## src/rtl/cp2_issue_unit.sv

```systemverilog
`default_nettype none
// ============================================================================
// Module      : cp2_issue_unit
// Description : CPU-side initiator for the CP2 task-scheduling coprocessor.
//               Takes one CP2 instruction at a time, issues it to the CP2
//               decode stage, retries while CP2 does not accept it, and
//               returns data/status over a valid/ready response channel.
//               Optional statistics counters: define CP2_ISSUE_STAT_EN.
// Revision    : 1.0 - initial release
// ============================================================================

// CP2 fmt field encodings (instruction bits [25:21]); overridable by the
// surrounding build if the ISA map differs.
`ifndef MFC2_FMT
`define MFC2_FMT      5'b00000
`endif
`ifndef MTC2_FMT
`define MTC2_FMT      5'b00100
`endif
`ifndef MTC2TC_FMT
`define MTC2TC_FMT    5'b00101
`endif
`ifndef TINIT_FMT
`define TINIT_FMT     5'b10000
`endif
`ifndef TDEL_FMT
`define TDEL_FMT      5'b10001
`endif
`ifndef TTTASK_FMT
`define TTTASK_FMT    5'b10010
`endif
`ifndef DISTTTASK_FMT
`define DISTTTASK_FMT 5'b10011
`endif
`ifndef CHTS
`define CHTS          5'b10100
`endif
`ifndef CYTASK
`define CYTASK        5'b10101
`endif

module cp2_issue_unit #(
  parameter int MAX_RETRY = 4,
  parameter int RETRY_W   = 3
) (
  input  logic        clk,
  input  logic        rst,
  input  logic        cpu_req,
  input  logic [31:0] cpu_instruction,
  output logic        cpu_ready,
  input  logic        cpu_flush,
  output logic        cpu_rvalid,
  input  logic        cpu_rready,
  output logic [31:0] cpu_rdata,
  output logic [1:0]  cpu_err,
  output logic [31:0] cp2_instruction,
  output logic        cp2_decode_en,
  input  logic        decode_as,
  input  logic        decode_fs,
  input  logic        decode_ts,
  input  logic [31:0] decode_fdata,
  output logic [15:0] stat_retry_cnt,
  output logic [15:0] stat_timeout_cnt
);

  // One-hot class encoding, bit order matches {decode_as, decode_ts, decode_fs}
  localparam logic [2:0] c_cls_none = 3'b000;
  localparam logic [2:0] c_cls_fs   = 3'b001;
  localparam logic [2:0] c_cls_ts   = 3'b010;
  localparam logic [2:0] c_cls_as   = 3'b100;

  localparam logic [1:0] c_err_ok      = 2'b00;
  localparam logic [1:0] c_err_timeout = 2'b01;
  localparam logic [1:0] c_err_illegal = 2'b10;

  localparam logic [RETRY_W-1:0] c_max_retry = RETRY_W'(MAX_RETRY);

  typedef enum logic [1:0] {
    S_IDLE  = 2'd0,
    S_ISSUE = 2'd1,
    S_CHECK = 2'd2,
    S_RESP  = 2'd3
  } state_t;

  state_t             r_state;
  logic [31:0]        r_instr;
  logic [2:0]         r_cls;
  logic [RETRY_W-1:0] r_retry;
  logic               r_ready;
  logic               r_rvalid;
  logic [31:0]        r_rdata;
  logic [1:0]         r_err;

  logic [4:0]         w_fmt;
  logic [2:0]         w_cls;
  logic               w_legal;
  logic               w_hit;
  logic               w_at_limit;

  // Classify the incoming instruction by its fmt field
  always_comb begin
    w_fmt = cpu_instruction[25:21];
    w_cls = c_cls_none;
    case (w_fmt)
      `MFC2_FMT:                      w_cls = c_cls_fs;
      `MTC2_FMT, `MTC2TC_FMT:         w_cls = c_cls_ts;
      `TINIT_FMT, `TDEL_FMT,
      `TTTASK_FMT, `DISTTTASK_FMT,
      `CHTS, `CYTASK:                 w_cls = c_cls_as;
      default:                        w_cls = c_cls_none;
    endcase
    w_legal = (w_cls != c_cls_none);
  end

  // Only the flag of the latched class counts as acceptance
  assign w_hit      = |(r_cls & {decode_as, decode_ts, decode_fs});
  assign w_at_limit = (r_retry == c_max_retry);

  // Decode enable is gated combinationally by flush so a flushed issue never reaches CP2
  assign cp2_decode_en   = (r_state == S_ISSUE) && !cpu_flush;
  assign cp2_instruction = r_instr;
  assign cpu_ready       = r_ready;
  assign cpu_rvalid      = r_rvalid;
  assign cpu_rdata       = r_rdata;
  assign cpu_err         = r_err;

  // Issue/check/response sequencing with registered CPU-side outputs
  always_ff @(posedge clk or posedge rst) begin
    if (rst) begin
      r_state  <= S_IDLE;
      r_instr  <= 32'd0;
      r_cls    <= c_cls_none;
      r_retry  <= '0;
      r_ready  <= 1'b1;
      r_rvalid <= 1'b0;
      r_rdata  <= 32'd0;
      r_err    <= c_err_ok;
    end else begin
      case (r_state)
        S_IDLE: begin
          if (cpu_req && !cpu_flush) begin
            r_ready <= 1'b0;
            if (w_legal) begin
              r_instr <= cpu_instruction;
              r_cls   <= w_cls;
              r_retry <= '0;
              r_state <= S_ISSUE;
            end else begin
              // Illegal fmt: answer directly without touching CP2
              r_rdata  <= 32'd0;
              r_err    <= c_err_illegal;
              r_rvalid <= 1'b1;
              r_state  <= S_RESP;
            end
          end
        end

        S_ISSUE: begin
          if (cpu_flush) begin
            r_ready <= 1'b1;
            r_state <= S_IDLE;
          end else begin
            r_state <= S_CHECK;
          end
        end

        S_CHECK: begin
          if (cpu_flush) begin
            r_ready <= 1'b1;
            r_state <= S_IDLE;
          end else if (w_hit) begin
            // ts-class ops return no data
            r_rdata  <= (r_cls == c_cls_ts) ? 32'd0 : decode_fdata;
            r_err    <= c_err_ok;
            r_rvalid <= 1'b1;
            r_state  <= S_RESP;
          end else if (w_at_limit) begin
            r_rdata  <= 32'd0;
            r_err    <= c_err_timeout;
            r_rvalid <= 1'b1;
            r_state  <= S_RESP;
          end else begin
            r_retry <= r_retry + 1'b1;
            r_state <= S_ISSUE;
          end
        end

        S_RESP: begin
          if (cpu_flush || cpu_rready) begin
            r_rvalid <= 1'b0;
            r_ready  <= 1'b1;
            r_state  <= S_IDLE;
          end
        end

        default: begin
          r_rvalid <= 1'b0;
          r_ready  <= 1'b1;
          r_state  <= S_IDLE;
        end
      endcase
    end
  end

`ifdef CP2_ISSUE_STAT_EN
  logic        w_retry_evt;
  logic        w_timeout_evt;
  logic [15:0] r_stat_retry;
  logic [15:0] r_stat_timeout;

  assign w_retry_evt   = (r_state == S_CHECK) && !cpu_flush && !w_hit && !w_at_limit;
  assign w_timeout_evt = (r_state == S_CHECK) && !cpu_flush && !w_hit &&  w_at_limit;

  // Saturating retry/timeout statistics, cleared only by reset
  always_ff @(posedge clk or posedge rst) begin
    if (rst) begin
      r_stat_retry   <= 16'd0;
      r_stat_timeout <= 16'd0;
    end else begin
      if (w_retry_evt && (r_stat_retry != 16'hFFFF)) begin
        r_stat_retry <= r_stat_retry + 16'd1;
      end
      if (w_timeout_evt && (r_stat_timeout != 16'hFFFF)) begin
        r_stat_timeout <= r_stat_timeout + 16'd1;
      end
    end
  end

  assign stat_retry_cnt   = r_stat_retry;
  assign stat_timeout_cnt = r_stat_timeout;
`else
  assign stat_retry_cnt   = 16'd0;
  assign stat_timeout_cnt = 16'd0;
`endif

endmodule
`default_nettype wire

```

## config.mk

```make
export PLATFORM = sky130hd
export DESIGN_NAME = cp2_issue_unit
export DESIGN_NICKNAME = d
export VERILOG_FILES = /design/src/rtl/cp2_issue_unit.sv
export SDC_FILE = /design/constraint.sdc
export NUM_CORES = 1
export LEC_CHECK = 0
export ABC_AREA = 1
export CAP_MARGIN = 25
export CORE_ASPECT_RATIO = 0.5
export CORE_MARGIN = 1
export CORE_UTILIZATION = 30
export DETAILED_ROUTE_END_ITERATION = 16
export PLACE_DENSITY = 0.61
export SYNTH_ARGS = -nofsm -noshare
export SYNTH_HDL_FRONTEND = slang
export SYNTH_SLANG_ARGS = --single-unit
```

## constraint.sdc

```tcl
create_clock -name clk -period 3.3 [get_ports clk]
set_clock_uncertainty 0.05 [all_clocks]
set_input_delay 0.66 -clock clk [delete_from_list [all_inputs] [get_ports clk]]
set_output_delay 0.66 -clock clk [all_outputs]
set_load 0.005 [all_outputs]
```

# --- Word-level counts from Yosys, hierarchy flattened ---
# Memory sizes are Yosys's and may differ from the RTL's.
# Index checks and enable logic that the tools add are counted.
classes:
  add_sub_neg: 1
  n_eq_ne: 14
  n_mux: 38
  n_bitwise: 1
  n_reduce_logical: 16
ops:
  columns: ["operator", "n"]
  rows:
  - ["$mux W32", 6]
  - ["$pmux W32 S2", 1]
  - ["$mux W2", 12]
  - ["$mux W3", 5]
  - ["$ne A2 B2 Y1 const B", 7]
  - ["$reduce_and A6 Y1", 2]
  - ["$mux W1", 9]
  - ["$pmux W2 S4", 1]
  - ["$pmux W1 S3", 2]
  - ["$pmux W3 S2", 1]
  - ["$reduce_and A3 Y1", 2]
  - ["$reduce_bool A3 Y1", 2]
  - ["$reduce_and A5 Y1", 1]
  - ["$eq A2 B2 Y1 const B", 2]
  - ["$pmux W2 S2", 1]
  - ["$add A3 B1 Y3 const B", 1]
  - ["$and A3 B3 Y3", 1]
  - ["$eq A3 B2 Y1 const B", 1]
  - ["$eq A3 B3 Y1 const B", 1]
  - ["$ne A3 B3 Y1 const B", 1]
  - ["$reduce_or A3 Y1", 1]
  - ["$eq A2 B1 Y1 const B", 1]
  - ["$logic_and A1 B1 Y1", 2]
  - ["$logic_not A2 Y1", 1]
  - ["6 further kinds", 6]
word_totals:
  regBits: 76
  rom_bits: 96
  out_inout_bits: 101
  wordCells: 79
  mem_count: 1
memory_table:
  columns: ["memory", "words", "width", "read_ports", "rd_ports_with_merged_regs", "wr", "line", "text"]
  rows:
  - ["(name not given)", 32, 3, 1, 0, 0, "104", "case (w_fmt)"]

# --- Logic depth before layout (Yosys ltp) ---
depth:
  depth_word: 5
  mapped_depth: 9
  mapped_depth_nobuf: 8

# --- Worst setup path after synthesis ---
# OpenSTA, ideal clock, no wires.
synth_timing:
  path_type: "input to register"
  from: "input port cpu_instruction[24]"
  to: "register r_instr[11] (netlist: cp2_instruction[11])"
  setup_time_ps: 126
  arrival_time_ps: 1455
  path_slack_ps: 1669
  cell_stages: 8
  path_buffers: 2
  path_cell_list: "nor2_2 nand3_1 nand2_2 nand3b_4 buf_6 buf_6 nand2_1 o21ai_0"
synth_between:
  elab_chain_cells: 3
synth_lines:
  columns: ["element", "line", "text"]
  rows:
  - ["from (decl)", "49", "input logic [31:0] cpu_instruction,"]
  - ["$mem_v2 Z32 W3", null, null]
  - ["$reduce_bool A3 Y1", "112", "w_legal = (w_cls != c_cls_none);"]
  - ["$reduce_and A3 Y1 (no line)", null, null]
  - ["to (signal assigned)", "144", "r_instr <= cpu_instruction;"]
  - ["to (decl)", "86", "logic [31:0] r_instr;"]
# No other way between the ends.
# A chain may end at the register's enable or synchronous reset.

# --- Worst setup path after layout ---
layout_timing:
  from: "input port cpu_flush"
  to: "output port cp2_decode_en"
layout_between:
  elab_chain_cells: 2
layout_lines:
  columns: ["element", "line", "text"]
  rows:
  - ["from (decl)", "51", "input logic cpu_flush,"]
  - ["$logic_not A1 Y1", "120", "assign cp2_decode_en = (r_state == S_ISSUE) && !cpu_flush;"]
  - ["$logic_and A1 B1 Y1", "120", null]
  - ["to (decl)", "57", "output logic cp2_decode_en,"]
# No other way between the ends.

==> out/metrics.yaml <==
fin_setup_tns_ps: 0
powerDensity_mw_per_mm2: 718
yosysMostFrequentCell: "nand2_1"
ant_nets: 0
core_area_mm2: 0.0128
syn_area_mm2: 0.00395
die_area_mm2: 0.0137
postCtsSetupRepairBufs: 0
cp-start-kind: "input pin"
finalNetCount: 699
use_met1_pct: 19.0
antenna_found_initial: 0
clk_path_buf_depth: 2
drive_gt1_share_pct: 5.93
crit_top_cell: "clkdlybuf4s50_1"
critPathBufInv: 2
critPathKind: "in2out"
ys_top_cells_by_area: "dfrtp_1, nand2_1, buf_4"
cp_slowest_cell: "clkdlybuf4s50_1"
cts_resized: 0
drcViolationCount: 0
routed_wl_um: 9650
cts_buffers: 9
ir_drop_mv: 0.259
grt_max_degree: 70
crit_fanout: 5
yosys.area.top_type: "dfrtp_1"
hold_slack_ps: 419
p_leak_nw: 2.92
place_congestion: 0.737
cp_slowest_stage_delay_ps: 520
overflow: 0
drv_cap: 0
gr-usage-met3_pct: 3.45
io_pins: 173
ys_warn_count: 0
placed_area_mm2: 0.00534
tritoncts: "yes"
arrival_ps: 1840
clk_pin_slew_ps: 50
dr.first_iter.drc_count: 168
crit_chain: "clkdlybuf4s50_1 -> nor2_1 -> clkdlybuf4s50_1"
numPortBuffers: 140
final_area_mm2: 0.00562
hold_viol_final: 0
async_flop_share_pct: 100
grt_pass1_wl_um: 16200
ys_ff_latch: 76
grtUsageMet2_pct: 25.9
crit_family: "buffers and inverters"
slew-limit-headroom_pct: 54.9
synth_top_area_share_pct: 47.5
n_antenna_cell: 0
die_x_um: 164
grt_pass1_vias: 3254
root_buffer: "clkbuf_16"
tightest_slew_ps: 677
rsz0062_at_grt: "no"
viasPerCell: 4.20
cts_max_level: 3
status: "finished clean"
slew_violations: 0
postCtsHoldBufs: 0
synth_common_cells: "nand2_1, inv_1, dfrtp_1"
vias: 3332
routedWlPerCell_um: 12.2
dr.pass1.iters: 6
initial_utilization_pct: 31.0
syn_avg_cell_area_um2: 8.10
clkLatencyLatePin_ps: 320
core.rowCount: 29
max_freq_mhz: 392
finalSetupViolCount: 0
worstPathRequired_ps: 2590
synth_cells: 488
ys_seq_area_share_pct: 48.1
grt_usage_pct: 15.1
period_share_pct: 77.3
cts_sinks: 76
utilization_pct: 44.0
ys.flop_type: "dfrtp_1"
cp-end-kind: "output port"
min-delay-path-class: "reg2reg"
synth-edff-count: 0
r2r_setup_slack_ps: 1080
hpwl_um: 6730
grt.busiest_layer: "met2"
area_delta_synth_final_pct: 42.0
min_period_ps: 2550
die_h_um: 83.2
yosysUniqueCellTypes: 27
==> final timing paths <==
kind                             from       endpoint  cells past startpoint
max                         cpu_flush  cp2_decode_en                      3
min                        cpu_err[0]     cpu_err[0]                      2
max in group asynchronous         rst      cpu_ready                      3
min reg2reg                cpu_err[0]     cpu_err[0]                      2
max reg2reg                r_state[0]   cpu_rdata[9]                      9
min in group asynchronous         rst   cpu_rdata[4]                      2
==> stage by stage <==
stage / std cells / setup slack, ps / power [mW]
2_1_floorplan: 519 / 653 / 2.35
3_3_place_gp: 778 / 696 / 3.14
3_5_place_dp: 778 / 614 / 3.16
4_1_cts: 794 / 741 / 4.10
5_1_grt: 794 / 693 / 4.35
6_report: 794 / 750 / 4.03
==> layout by cell type, fill, tap and decap left out, drive strengths merged <==
cell	count
nand3b	2
dfstp	1
clkdlybuf4s50	140
nand4	39
inv	77
xnor2	1
clkbuf	14
nand3	10
dfrtp	75
conb	32
a21oi	1
nand2	135
buf	6
o21ai	38
nor2	42
ha	8
clkinv	3
==> per-layer routing <==
layer	wire length [um]	up-vias
met5	0	-
met4	75	0
met3	415	6
met2	4760	84
met1	4400	1542
li1	-	1700
==> logic make-up (layout without fill, tap and decap cells) <==
family,Yosys count,count (layout),share of synthesized area (%)
buffers and inverters,135,240,17.8
AOI/OAI and AO/OA,39,39,5.51
adders and majority gates,8,8,2.53
xor gates and xnor gates,1,1,0.222
DFF,76,76,48.1
other,1,32,0.0948
and+or+nand+nor,228,228,25.8
==> sequential cells by signal, indices dropped and copies added (netlist names) <==
signal           cells
cp2_instruction     32
cpu_rdata           32
r_cls                3
r_retry              3
cpu_err              2
r_state              2
cpu_ready            1
cpu_rvalid           1
==> area by class of cell <==
class	count	area (um2)
fillers	1262	7160
flip-flops and latches	76	1900
multi-input cells	308	1470
repair buffers	146	1460
inverters	78	294
clock buffers	14	264
well taps	170	213
clock inverters	2	10.0
==> tightest hold or removal path, cell delays in order (launching register included) <==
cell	delay, ps
dfrtp_1	340
nand2_1	50
nand2_1	50
==> where the power goes <==
part	internal [mW]	switching, mW	leakage, nW
logic	0.824	0.883	1.78
clock network	0.548	0.354	0.137
registers	1.24	0.179	1.00
No activity file was read; power rests on OpenSTA's default activity.
